<file path="config.mk">
export PLATFORM = sky130hd
export DESIGN_NAME = piso_rshift_flat
export DESIGN_NICKNAME = d
export VERILOG_FILES = /design/src/rtl/piso_rshift_pkg.sv /design/src/rtl/piso_rshift_if.sv /design/src/rtl/piso_rshift_stage.sv /design/src/rtl/piso_rshift.sv /design/src/flat_wrapper.sv
export SDC_FILE = /design/constraint.sdc
export NUM_CORES = 1
export LEC_CHECK = 0
export CAP_MARGIN = 20
export CELL_PAD_IN_SITES_DETAIL_PLACEMENT = 0
export CELL_PAD_IN_SITES_GLOBAL_PLACEMENT = 1
export CORE_UTILIZATION = 31
export DETAILED_ROUTE_END_ITERATION = 12
export PLACE_DENSITY = 0.84
export SKIP_CTS_REPAIR_TIMING = 1
export SLEW_MARGIN = 25
export SYNTH_ARGS = -nofsm -noshare
export SYNTH_HDL_FRONTEND = slang
export SYNTH_SLANG_ARGS = --single-unit
</file>
<file path="constraint.sdc">
create_clock -name clk -period 1.7 [get_ports clk]
set_input_delay 0.51 -clock clk [delete_from_list [all_inputs] [get_ports clk]]
set_output_delay 0.51 -clock clk [all_outputs]
set_load 0.01 [all_outputs]
</file>
<file path="src/rtl/piso_rshift_pkg.sv">
// Shared types and constants for the piso_rshift serializer.
package piso_rshift_pkg;

    // Default word width for the serializer and its interface.
    localparam int DEFAULT_WIDTH = 8;

    // Controller states: waiting for a word, or emitting its bits.
    typedef enum logic {
        IDLE  = 1'b0,
        SHIFT = 1'b1
    } state_t;

endpackage : piso_rshift_pkg

</file>
<file path="src/rtl/piso_rshift_if.sv">
// Handshake bundle for piso_rshift: parallel input side and serial output side.
interface piso_rshift_if import piso_rshift_pkg::*; #(
    parameter int WIDTH = DEFAULT_WIDTH
) ();

    logic             in_valid;
    logic             in_ready;
    logic [WIDTH-1:0] in_data;
    logic             fill_bit;
    logic             ser_out;
    logic             ser_valid;
    logic             ser_ready;

    // Serializer side: consumes words, produces the bit stream.
    modport slave (
        input  in_valid,
        input  in_data,
        input  fill_bit,
        input  ser_ready,
        output in_ready,
        output ser_out,
        output ser_valid
    );

    // Environment side: offers words and accepts bits.
    modport master (
        output in_valid,
        output in_data,
        output fill_bit,
        output ser_ready,
        input  in_ready,
        input  ser_out,
        input  ser_valid
    );

endinterface : piso_rshift_if

</file>
<file path="src/rtl/piso_rshift_stage.sv">
// Shift datapath: loads a word plus its fill bit, then shifts right by one
// per enable with the captured fill bit entering at the MSB.
module rshift_stage #(
    parameter int WIDTH = 8
) (
    input  logic             clk,
    input  logic             rst,
    input  logic             load,
    input  logic             shift,
    input  logic [WIDTH-1:0] load_data,
    input  logic             load_fill,
    output logic [WIDTH-1:0] shreg_q
);

    logic [WIDTH-1:0] shreg_r;
    logic             fill_r;

    // Shift register and fill bit; load wins over shift, reset wins over both.
    always_ff @(posedge clk) begin
        if (rst) begin
            shreg_r <= {WIDTH{1'b0}};
            fill_r  <= 1'b0;
        end else if (load) begin
            shreg_r <= load_data;
            fill_r  <= load_fill;
        end else if (shift) begin
            shreg_r <= {fill_r, shreg_r[WIDTH-1:1]};
            fill_r  <= fill_r;
        end else begin
            shreg_r <= shreg_r;
            fill_r  <= fill_r;
        end
    end

    assign shreg_q = shreg_r;

endmodule : rshift_stage

</file>
<file path="src/rtl/piso_rshift.sv">
// Parallel-in serial-out right-shift serializer, LSB first, with valid/ready
// on both sides. Control FSM and bit counter live here; the datapath is in
// rshift_stage. All handshake outputs decode from registered state only.
module piso_rshift import piso_rshift_pkg::*; #(
    parameter int WIDTH = DEFAULT_WIDTH,
    parameter int CNT_W = $clog2(WIDTH)
) (
    input  logic             clk,
    input  logic             rst,
    piso_rshift_if.slave     bus,
    output logic [WIDTH-1:0] shreg_q,
    output logic             busy,
    output logic             done
);

    localparam logic [CNT_W-1:0] LAST_CNT = CNT_W'(WIDTH - 1);

    state_t           state_r;
    logic [CNT_W-1:0] cnt_r;
    logic             done_r;
    logic             load_s;
    logic             shift_s;
    logic [WIDTH-1:0] shreg_s;

    // A word is captured only in IDLE; a bit is consumed only in SHIFT.
    assign load_s  = (state_r == IDLE)  && bus.in_valid;
    assign shift_s = (state_r == SHIFT) && bus.ser_ready;

    // Controller: state, bit counter and the one-cycle done pulse.
    always_ff @(posedge clk) begin
        if (rst) begin
            state_r <= IDLE;
            cnt_r   <= {CNT_W{1'b0}};
            done_r  <= 1'b0;
        end else begin
            done_r <= 1'b0;
            case (state_r)
                IDLE: begin
                    if (bus.in_valid) begin
                        cnt_r   <= {CNT_W{1'b0}};
                        state_r <= SHIFT;
                    end else begin
                        state_r <= IDLE;
                    end
                end
                SHIFT: begin
                    if (bus.ser_ready) begin
                        cnt_r <= cnt_r + CNT_W'(1);
                        if (cnt_r == LAST_CNT) begin
                            state_r <= IDLE;
                            done_r  <= 1'b1;
                        end else begin
                            state_r <= SHIFT;
                        end
                    end else begin
                        state_r <= SHIFT;
                    end
                end
                default: begin
                    state_r <= IDLE;
                    cnt_r   <= {CNT_W{1'b0}};
                end
            endcase
        end
    end

    rshift_stage #(
        .WIDTH(WIDTH)
    ) u_stage (
        .clk       (clk),
        .rst       (rst),
        .load      (load_s),
        .shift     (shift_s),
        .load_data (bus.in_data),
        .load_fill (bus.fill_bit),
        .shreg_q   (shreg_s)
    );

    assign shreg_q       = shreg_s;
    assign bus.ser_out   = shreg_s[0];
    assign bus.ser_valid = (state_r == SHIFT);
    assign bus.in_ready  = (state_r == IDLE);
    assign busy          = (state_r == SHIFT);
    assign done          = done_r;

endmodule : piso_rshift

</file>
<file path="src/flat_wrapper.sv">
// flat-port wrapper written by rule: the top's interface ports become plain ports
module piso_rshift_flat import piso_rshift_pkg::*;
#(
    parameter int WIDTH = DEFAULT_WIDTH,
    parameter int CNT_W = $clog2(WIDTH)
)
  (clk, rst, shreg_q, busy, done, bus_in_valid, bus_in_data, bus_fill_bit, bus_ser_ready, bus_in_ready, bus_ser_out, bus_ser_valid);
  piso_rshift_if #(.WIDTH(WIDTH)) bus_i ();
  input  logic clk;
  input  logic rst;
  output logic [WIDTH-1:0] shreg_q;
  output logic busy;
  output logic done;
  input wire logic [$bits(bus_i.in_valid)-1:0] bus_in_valid;
  input wire logic [$bits(bus_i.in_data)-1:0] bus_in_data;
  input wire logic [$bits(bus_i.fill_bit)-1:0] bus_fill_bit;
  input wire logic [$bits(bus_i.ser_ready)-1:0] bus_ser_ready;
  output wire logic [$bits(bus_i.in_ready)-1:0] bus_in_ready;
  output wire logic [$bits(bus_i.ser_out)-1:0] bus_ser_out;
  output wire logic [$bits(bus_i.ser_valid)-1:0] bus_ser_valid;
  assign bus_i.in_valid = bus_in_valid;
  assign bus_i.in_data = bus_in_data;
  assign bus_i.fill_bit = bus_fill_bit;
  assign bus_i.ser_ready = bus_ser_ready;
  assign bus_in_ready = bus_i.in_ready;
  assign bus_ser_out = bus_i.ser_out;
  assign bus_ser_valid = bus_i.ser_valid;
  piso_rshift #(.WIDTH(WIDTH), .CNT_W(CNT_W)) u_core (.clk(clk), .rst(rst), .bus(bus_i), .shreg_q(shreg_q), .busy(busy), .done(done));
endmodule
</file>
==> Word-level counts from Yosys, hierarchy flattened <==
Index checks and enable logic that the tools add are counted.
{ "op_classes": {"reduce_logical": 5, "add_sub_neg": 1, "n_mux": 10, "bitwise_logic": 2, "eq_ne": 3} }
{ "op_table": {"columns": ["op", "n"], "rows": [
  ["$mux W8", 2],
  ["$mux W3", 2],
  ["$pmux W3 S2", 1],
  ["$mux W1", 4],
  ["$ne A2 B2 Y1 const B", 2],
  ["$add A3 B1 Y3 const B", 1],
  ["$eq A3 B3 Y1 const B", 1],
  ["$reduce_or A3 Y1", 1],
  ["$logic_and A1 B1 Y1", 2],
  ["$not A1 Y1", 2],
  ["$pmux W1 S2", 1],
  ["$reduce_and A2 Y1", 1],
  ["$reduce_bool A2 Y1", 1]
]} }
{ "totals": {"reg_bits": 14, "output_inout_bits": 13, "elab_cells": 26, "input_bits": 13} }

==> Depth between registers and ports, before layout <==
Gate-level depths: netlist of the first run.
{ "logic_depth": {"ltp_word": 4, "depth_mapped": 4} }

==> Hierarchy <==
Synthesis of the first run repeated with hierarchy kept, for this count alone.
{ "unflattened": {"hier_cells": 64, "hier_area_um2": 668.1} }
{ "by_module_without_submodules": {"columns": ["module", "cells_per_inst", "area_per_inst_um2", "n_inst", "seq_area_each_um2"], "rows": [
  ["rshift_stage", 39, 407.9, 1, 180.2],
  ["piso_rshift", 25, 260.2, 1, 100.1]
]} }

==> Worst setup path before layout of the first run <==
OpenSTA, ideal clock, no wires.
{ "synth_path": {"path_type": "flip-flop to flip-flop", "from": "reg u_core.state_r (netlist: u_core.bus.ser_valid)", "to": "reg u_core.u_stage.shreg_r[3] (netlist: u_core.u_stage.shreg_q[3])", "slack_ns": 0.542, "path_buffers": 1, "period_less_slack_ns": 1.158, "t_arrival_ns": 1.067, "setup_ns": 0.091, "stages_incl_launch_ff": 5, "path_cell_list": "dfxtp_1 > and2_4 > buf_8 > nand2_1 > a311oi_1"} }
{ "synth_between": {"elab_chain_cells": 3, "elab_cells_between_ends": 5, "cone_classes": "mux (1); bitwise (1); reduce/logical (3)"} }
{ "synth_rtl": {"columns": ["item", "line_no", "text"], "rows": [
  ["start: declaration", "piso_rshift.sv:18", "state_t state_r;"],
  ["start signal: assignment", "piso_rshift.sv:32", "state_r <= IDLE;"],
  ["start signal: assignment", "piso_rshift.sv:41", "state_r <= SHIFT;"],
  ["start signal: assignment", "piso_rshift.sv:43", "state_r <= IDLE;"],
  ["$not A1 Y1", "piso_rshift.sv:26", "assign load_s = (state_r == IDLE) && bus.in_valid;"],
  ["$logic_and A1 B1 Y1", "piso_rshift.sv:26", null],
  ["$mux W8 or $reduce_bool A2 Y1 (tied branches)", null, null],
  ["end signal: assignment", "piso_rshift_stage.sv:21", "shreg_r <= {WIDTH{1'b0}};"],
  ["end signal: assignment", "piso_rshift_stage.sv:24", "shreg_r <= load_data;"],
  ["end signal: assignment", "piso_rshift_stage.sv:27", "shreg_r <= {fill_r, shreg_r[WIDTH-1:1]};"],
  ["end: declaration", "piso_rshift_stage.sv:15", "logic [WIDTH-1:0] shreg_r;"]
]} }
Several ways; a longest one is shown, not always the timed one.
A chain may end at the register's enable or synchronous reset.

==> Final worst setup path of the first run <==
{ "layout_path": {"from": "reg u_core.done_r (netlist: u_core.done)", "to": "out done"} }
{ "layout_rtl": {"columns": ["item", "line_no", "text"], "rows": [
  ["start: declaration", "piso_rshift.sv:20", "logic done_r;"],
  ["start signal: assignment", "piso_rshift.sv:34", "done_r <= 1'b0;"],
  ["start signal: assignment", "piso_rshift.sv:36", "done_r <= 1'b0;"],
  ["start signal: assignment", "piso_rshift.sv:51", "done_r <= 1'b1;"],
  ["end: declaration", "flat_wrapper.sv:13", "output logic done;"]
]} }
No word-level cell between the ends.

==> results of run 1 <==
sequential cells by signal, summed over array words and instances, names as in the netlist:
name and cells:
u_core.bus.ser_valid 1, u_core.u_stage.fill_r 1, u_core.u_stage.shreg_q 8, u_core.done 1
u_core.cnt_r 3
area by class of cell:
cell class / count / area share, %
inverters: 1 / 0.407
well taps: 25 / 3.39
flip-flops and latches: 14 / 30.5
repair buffers: 28 / 32.8
multi-input cells: 48 / 30.5
clock buffers: 3 / 2.44
kinds of logic after synthesis:
family                     synth area share [%]
and+or+nand+nor                            21.0
AOI/OAI and AO/OA                          17.9
DFF                                        46.2
buffers and inverters                      7.42
muxes                                      3.30
adders and majority gates                  4.12
power by group through the flow:
stage | Sequential, mW | Combinational [mW] | Clock, mW
after detailed placement | 0.369 | 0.142 | 0
after global routing | 0.364 | 0.150 | 0.200
after floorplan | 0.375 | 0.0578 | 0
final | 0.361 | 0.136 | 0.176
after CTS | 0.361 | 0.142 | 0.188
after global placement | 0.369 | 0.141 | 0
metal layers:
metal | global-route usage [%] | part of all wire (%) | wire length [um]
met1 | 18.2 | 50 | 664
met2 | 20.8 | 42 | 547
met3 | 2.75 | 7.1 | 93
met4 | 8.82 | 0.91 | 12
met5 | 0 | 0 | 0
synthesized netlist by cell type (all sizes together):
library cell / number
nand2: 16
dfxtp: 14
nor2: 9
a22oi: 5
a311oi: 5
a21oi: 4
buf: 4
ha: 2
mux2i: 2
a211oi: 1
and2: 1
and2b: 1
clkbuf: 1
inv: 1
nand2b: 1
nor3b: 1
worst paths after layout:
kind                                          startpoint                                     end  cells past startpoint
setup reg to reg         u_core.bus.ser_valid$_SDFF_PP0_  u_core.u_stage.shreg_q[1]$_SDFFE_PP0P_                      4
setup / recovery                  u_core.done$_SDFF_PP0_                                    done                      1
hold reg to reg   u_core.u_stage.shreg_q[0]$_SDFFE_PP0P_  u_core.u_stage.shreg_q[0]$_SDFFE_PP0P_                      2
hold / removal    u_core.u_stage.shreg_q[0]$_SDFFE_PP0P_  u_core.u_stage.shreg_q[0]$_SDFFE_PP0P_                      2
stage by stage:
stage	utilization, %	cell area (sq um)	setup slack [ns]
after floorplan	-	607	0.542
after global placement	48.8	870	0.0427
after detailed placement	48.8	870	0.0437
after CTS	50.0	892	-0.109
after global routing	51.8	923	0.0409
final	51.8	923	0.0895
==> metrics.cfg, run 1 <==
[status]
status=completed

[sta]
drv_slew=0
period_share_pct=94.7
relSlewSlack_pct=85.1
rsz0062_at_grt=no
fmax_mhz=621
skew_ns=0.00290
tightest_slew_ns=0.224
setup_tns_ns=0
final-setup-viol-count=0
finalHoldViolCount=0
whs_ns=0.463
fin_crit_ns=1.61

[pwr]
p_comb_share_pct=20.3
power_frac_seq_pct=53.7
power.leakage_nw=0.508
power.density_nw_per_um2=729
finalPower_uw=673
ir_drop_mv=0.389
intPower_uw=507
p_sw_uw=166
p_sw_share_pct=24.7
power.share.clock_pct=26.1

[global_route]
overflow=0
grt_max_degree=15
antenna_found_initial=0
grt_usage_pct=14.0
grt_pass1_wl_um=2100
grt_pass1_vias=496

[synthesis]
ys_seq_elements=14
synth.yosys.seq_area_share_pct=46.2
yosysWarnings=0
avgSynthCellArea_sq_um=8.92
syn-num-nets=83
yosysUniqueCellTypes=17
synth_cells=68
synth.top_cell.area_share_pct=46.2
yosysTopAreaCell=dfxtp_1
yosys-top-cells-area=dfxtp_1 (46%), nand2_1 (9.9%), a311oi_1 (7.2%)
synth_area_sq_um=607

[setup_path]
reg2reg_setup_slack_ns=0.53
critPathKind=register to output pin
critPathLaunchType=register
cp_cell_sequence=clkdlybuf4s50_1
slowest_delay_ns=0.52
worstPathArrival_ns=1.10
cp_data_required_time_ns=1.19
path_delay_family=buffers and inverters
path_max_fanout=1
slowest_stage=clkdlybuf4s50_1
crit_buf_inv=1
end_kind=output pin

[placement]
post-place-cells=116
dp.final_hpwl_um=927
routabilityCongestion=0.698
portBuffers=25

[routing]
postRouteAntennaNets=0
route.detailed.drc=0
vias_per_cell=4.80
drt_iter0_markers=11
wire_per_inst_um=11.1
routed-via-count=571
drt-total-wl_um=1320
drt_pass1_iterations=4

[cells_and_area]
fin_cells=119
multi_input_area_sq_um=282
num_antenna_cells=0
drive_above_1_share_pct=10.6
layout_commonest_cell=nand2_1
regArea_sq_um=282
nets=111
fill_cells=176
final_cell_mix=nand2_1 (16), clkdlybuf4s50_1 (13), dfxtp_1 (13)
area_growth_pct=52.2

[clock_network]
root_buffer=clkbuf_4
cts_made_buffers=3
clkLatencyLatePin_ns=0.27
htree_levels=1
cts_buffer_depth=2
clkTransAtPathRegs_ns=0.08
clock_sinks=14
cts_tree=built

[job]
maxCapViolations=0

[die]
core_sq_um=1780
io_pins=26
fp.dieW_um=46.2
row_count=15
die-area_sq_um=2140
die_h_um=46.2
start_util_pct=34.0

[hold_path]
hold_class=register to register

(Power assumes the default switching activity.)
==> run 2, diff against run 1 <==
--- a/config.mk
+++ b/config.mk
@@ -6,13 +6,14 @@
 export NUM_CORES = 1
 export LEC_CHECK = 0
 export CAP_MARGIN = 20
-export CELL_PAD_IN_SITES_DETAIL_PLACEMENT = 0
-export CELL_PAD_IN_SITES_GLOBAL_PLACEMENT = 1
-export CORE_UTILIZATION = 31
+export CELL_PAD_IN_SITES_DETAIL_PLACEMENT = 1
+export CELL_PAD_IN_SITES_GLOBAL_PLACEMENT = 2
+export CORE_UTILIZATION = 24
 export DETAILED_ROUTE_END_ITERATION = 12
-export PLACE_DENSITY = 0.84
+export PLACE_DENSITY = 0.83
 export SKIP_CTS_REPAIR_TIMING = 1
 export SLEW_MARGIN = 25
 export SYNTH_ARGS = -nofsm -noshare
 export SYNTH_HDL_FRONTEND = slang
 export SYNTH_SLANG_ARGS = --single-unit
+export TNS_END_PERCENT = 50
==> metrics.cfg, run 2 (synthesis results as in run 1) <==
[cells_and_area]
final_cell_mix=nand2_1 (16), dfxtp_1 (14), clkdlybuf4s50_1 (13)
area_growth_pct=54.8
stdcell_area_sq_um=940
fill_cells=276
layout_commonest_cell=nand2_1
largest_reg_flops=8
num_antenna_cells=0
nets=111
fin_util_pct=40.9
drive_above_1_share_pct=10.5
fin_cells=123

[setup_path]
reg2reg_setup_slack_ns=0.53
critPathLaunchType=register
r2r_end=u_core.u_stage.shreg_q[3]$_SDFFE_PP0P_
path_max_fanout=1
reg2regPathDepth=4
path_delay_family=buffers and inverters
cp_data_required_time_ns=1.19
critPathKind=register to output pin
slowest_stage=clkdlybuf4s50_1
end_kind=output pin
worstReg2RegStart=u_core.bus.ser_valid$_SDFF_PP0_
cp_cell_sequence=clkdlybuf4s50_1
crit_buf_inv=1
worstPathArrival_ns=1.11
slowest_delay_ns=0.52

[placement]
routabilityCongestion=0.701
pre_cts_ws_ns=0.00157
post-place-cells=119
portBuffers=25
post_dp_cell_area_sq_um=873

[die]
die-area_sq_um=2730
core_sq_um=2300
die_h_um=52.3
fp.dieW_um=52.3
row_count=17
start_util_pct=26.4
io_pins=26

[global_route]
grt_max_degree=15
antenna_found_initial=0
grt_pass1_vias=536
grt_pass1_wl_um=2390
grt_usage_pct=12.1
overflow=0

[sta]
drv_slew=0
fin_crit_ns=1.62
period_share_pct=95.5
whs_ns=0.474
final-setup-viol-count=0
skew_ns=0.00380
setup_tns_ns=0
setup_ws_ns=0.0762
tightest_slew_ns=0.234
fmax_mhz=616
rsz0062_at_grt=no
relSlewSlack_pct=84.4
finalHoldViolCount=0

[routing]
route.detailed.drc=0
wire_per_inst_um=11.6
drt_pass1_iterations=3
routed-via-count=563
drt-total-wl_um=1430
vias_per_cell=4.58
drt_iter0_markers=8
postRouteAntennaNets=0

[pwr]
ir_drop_mv=0.433
finalPower_uw=737
power.density_nw_per_um2=784
power.leakage_nw=0.515

[hold_path]
hold_class=register to register
min_from=u_core.u_stage.fill_r$_SDFFE_PP0P_
hold_end=u_core.u_stage.fill_r$_SDFFE_PP0P_
whs_path_depth=2

[clock_network]
cts_made_buffers=3
clkLatencyLatePin_ns=0.28
cts_buffer_depth=2
clkTransAtPathRegs_ns=0.08
cts_tree=built
clock_sinks=14
root_buffer=clkbuf_4
htree_levels=1

[status]
status=completed

[job]
maxCapViolations=0

-- run 2: routing by layer --
layer	global-route usage, %	up-vias	wire length, um	share of wire (%)
li1	-	288	-	-
met1	15.8	252	722	51
met2	18.4	21	567	40
met3	3.48	2	111	7.8
met4	5.26	0	23	1.6
met5	0	-	0	0
-- run 2: where the power goes --
part / internal [mW] / switching (mW) / leakage, nW
registers: 0.347 / 0.0131 / 0.115
logic: 0.0786 / 0.0596 / 0.379
clock network: 0.130 / 0.108 / 0.0210
total: 0.556 / 0.181 / 0.515
-- run 2: how the worst max path moves through the flow --
stage,endpoint,cells past startpoint,from
final,done,1,u_core.done$_SDFF_PP0_
after global routing,done,1,u_core.done$_SDFF_PP0_
after CTS,bus_ser_valid,1,u_core.bus.ser_valid$_SDFF_PP0_
after detailed placement,u_core.u_stage.shreg_q[3]$_SDFFE_PP0P_,4,bus_ser_ready
after global placement,u_core.u_stage.shreg_q[1]$_SDFFE_PP0P_,4,bus_ser_ready
after floorplan,u_core.u_stage.shreg_q[3]$_SDFFE_PP0P_,4,u_core.bus.ser_valid$_SDFF_PP0_
-- run 2: cell type report --
class                           instances  area (sq um)  share of cell area, %
Tap cell                               28          35.0                   3.73
Clock buffer                            4          36.3                   3.86
Timing Repair Buffer                   28           303                   32.2
Sequential cell                        14           280                   29.8
Inverter                                1          3.75                  0.399
Multi-Input combinational cell         48           282                   30.0
==> run 3, diff against run 2 <==
--- a/config.mk
+++ b/config.mk
@@ -5,6 +5,7 @@
 export SDC_FILE = /design/constraint.sdc
 export NUM_CORES = 1
 export LEC_CHECK = 0
+export ABC_CLOCK_PERIOD_IN_PS = 1700
 export CAP_MARGIN = 20
 export CELL_PAD_IN_SITES_DETAIL_PLACEMENT = 1
 export CELL_PAD_IN_SITES_GLOBAL_PLACEMENT = 2
==> results of run 3 <==
No change in the layout: final DEF, timing and power equal those of run 2.
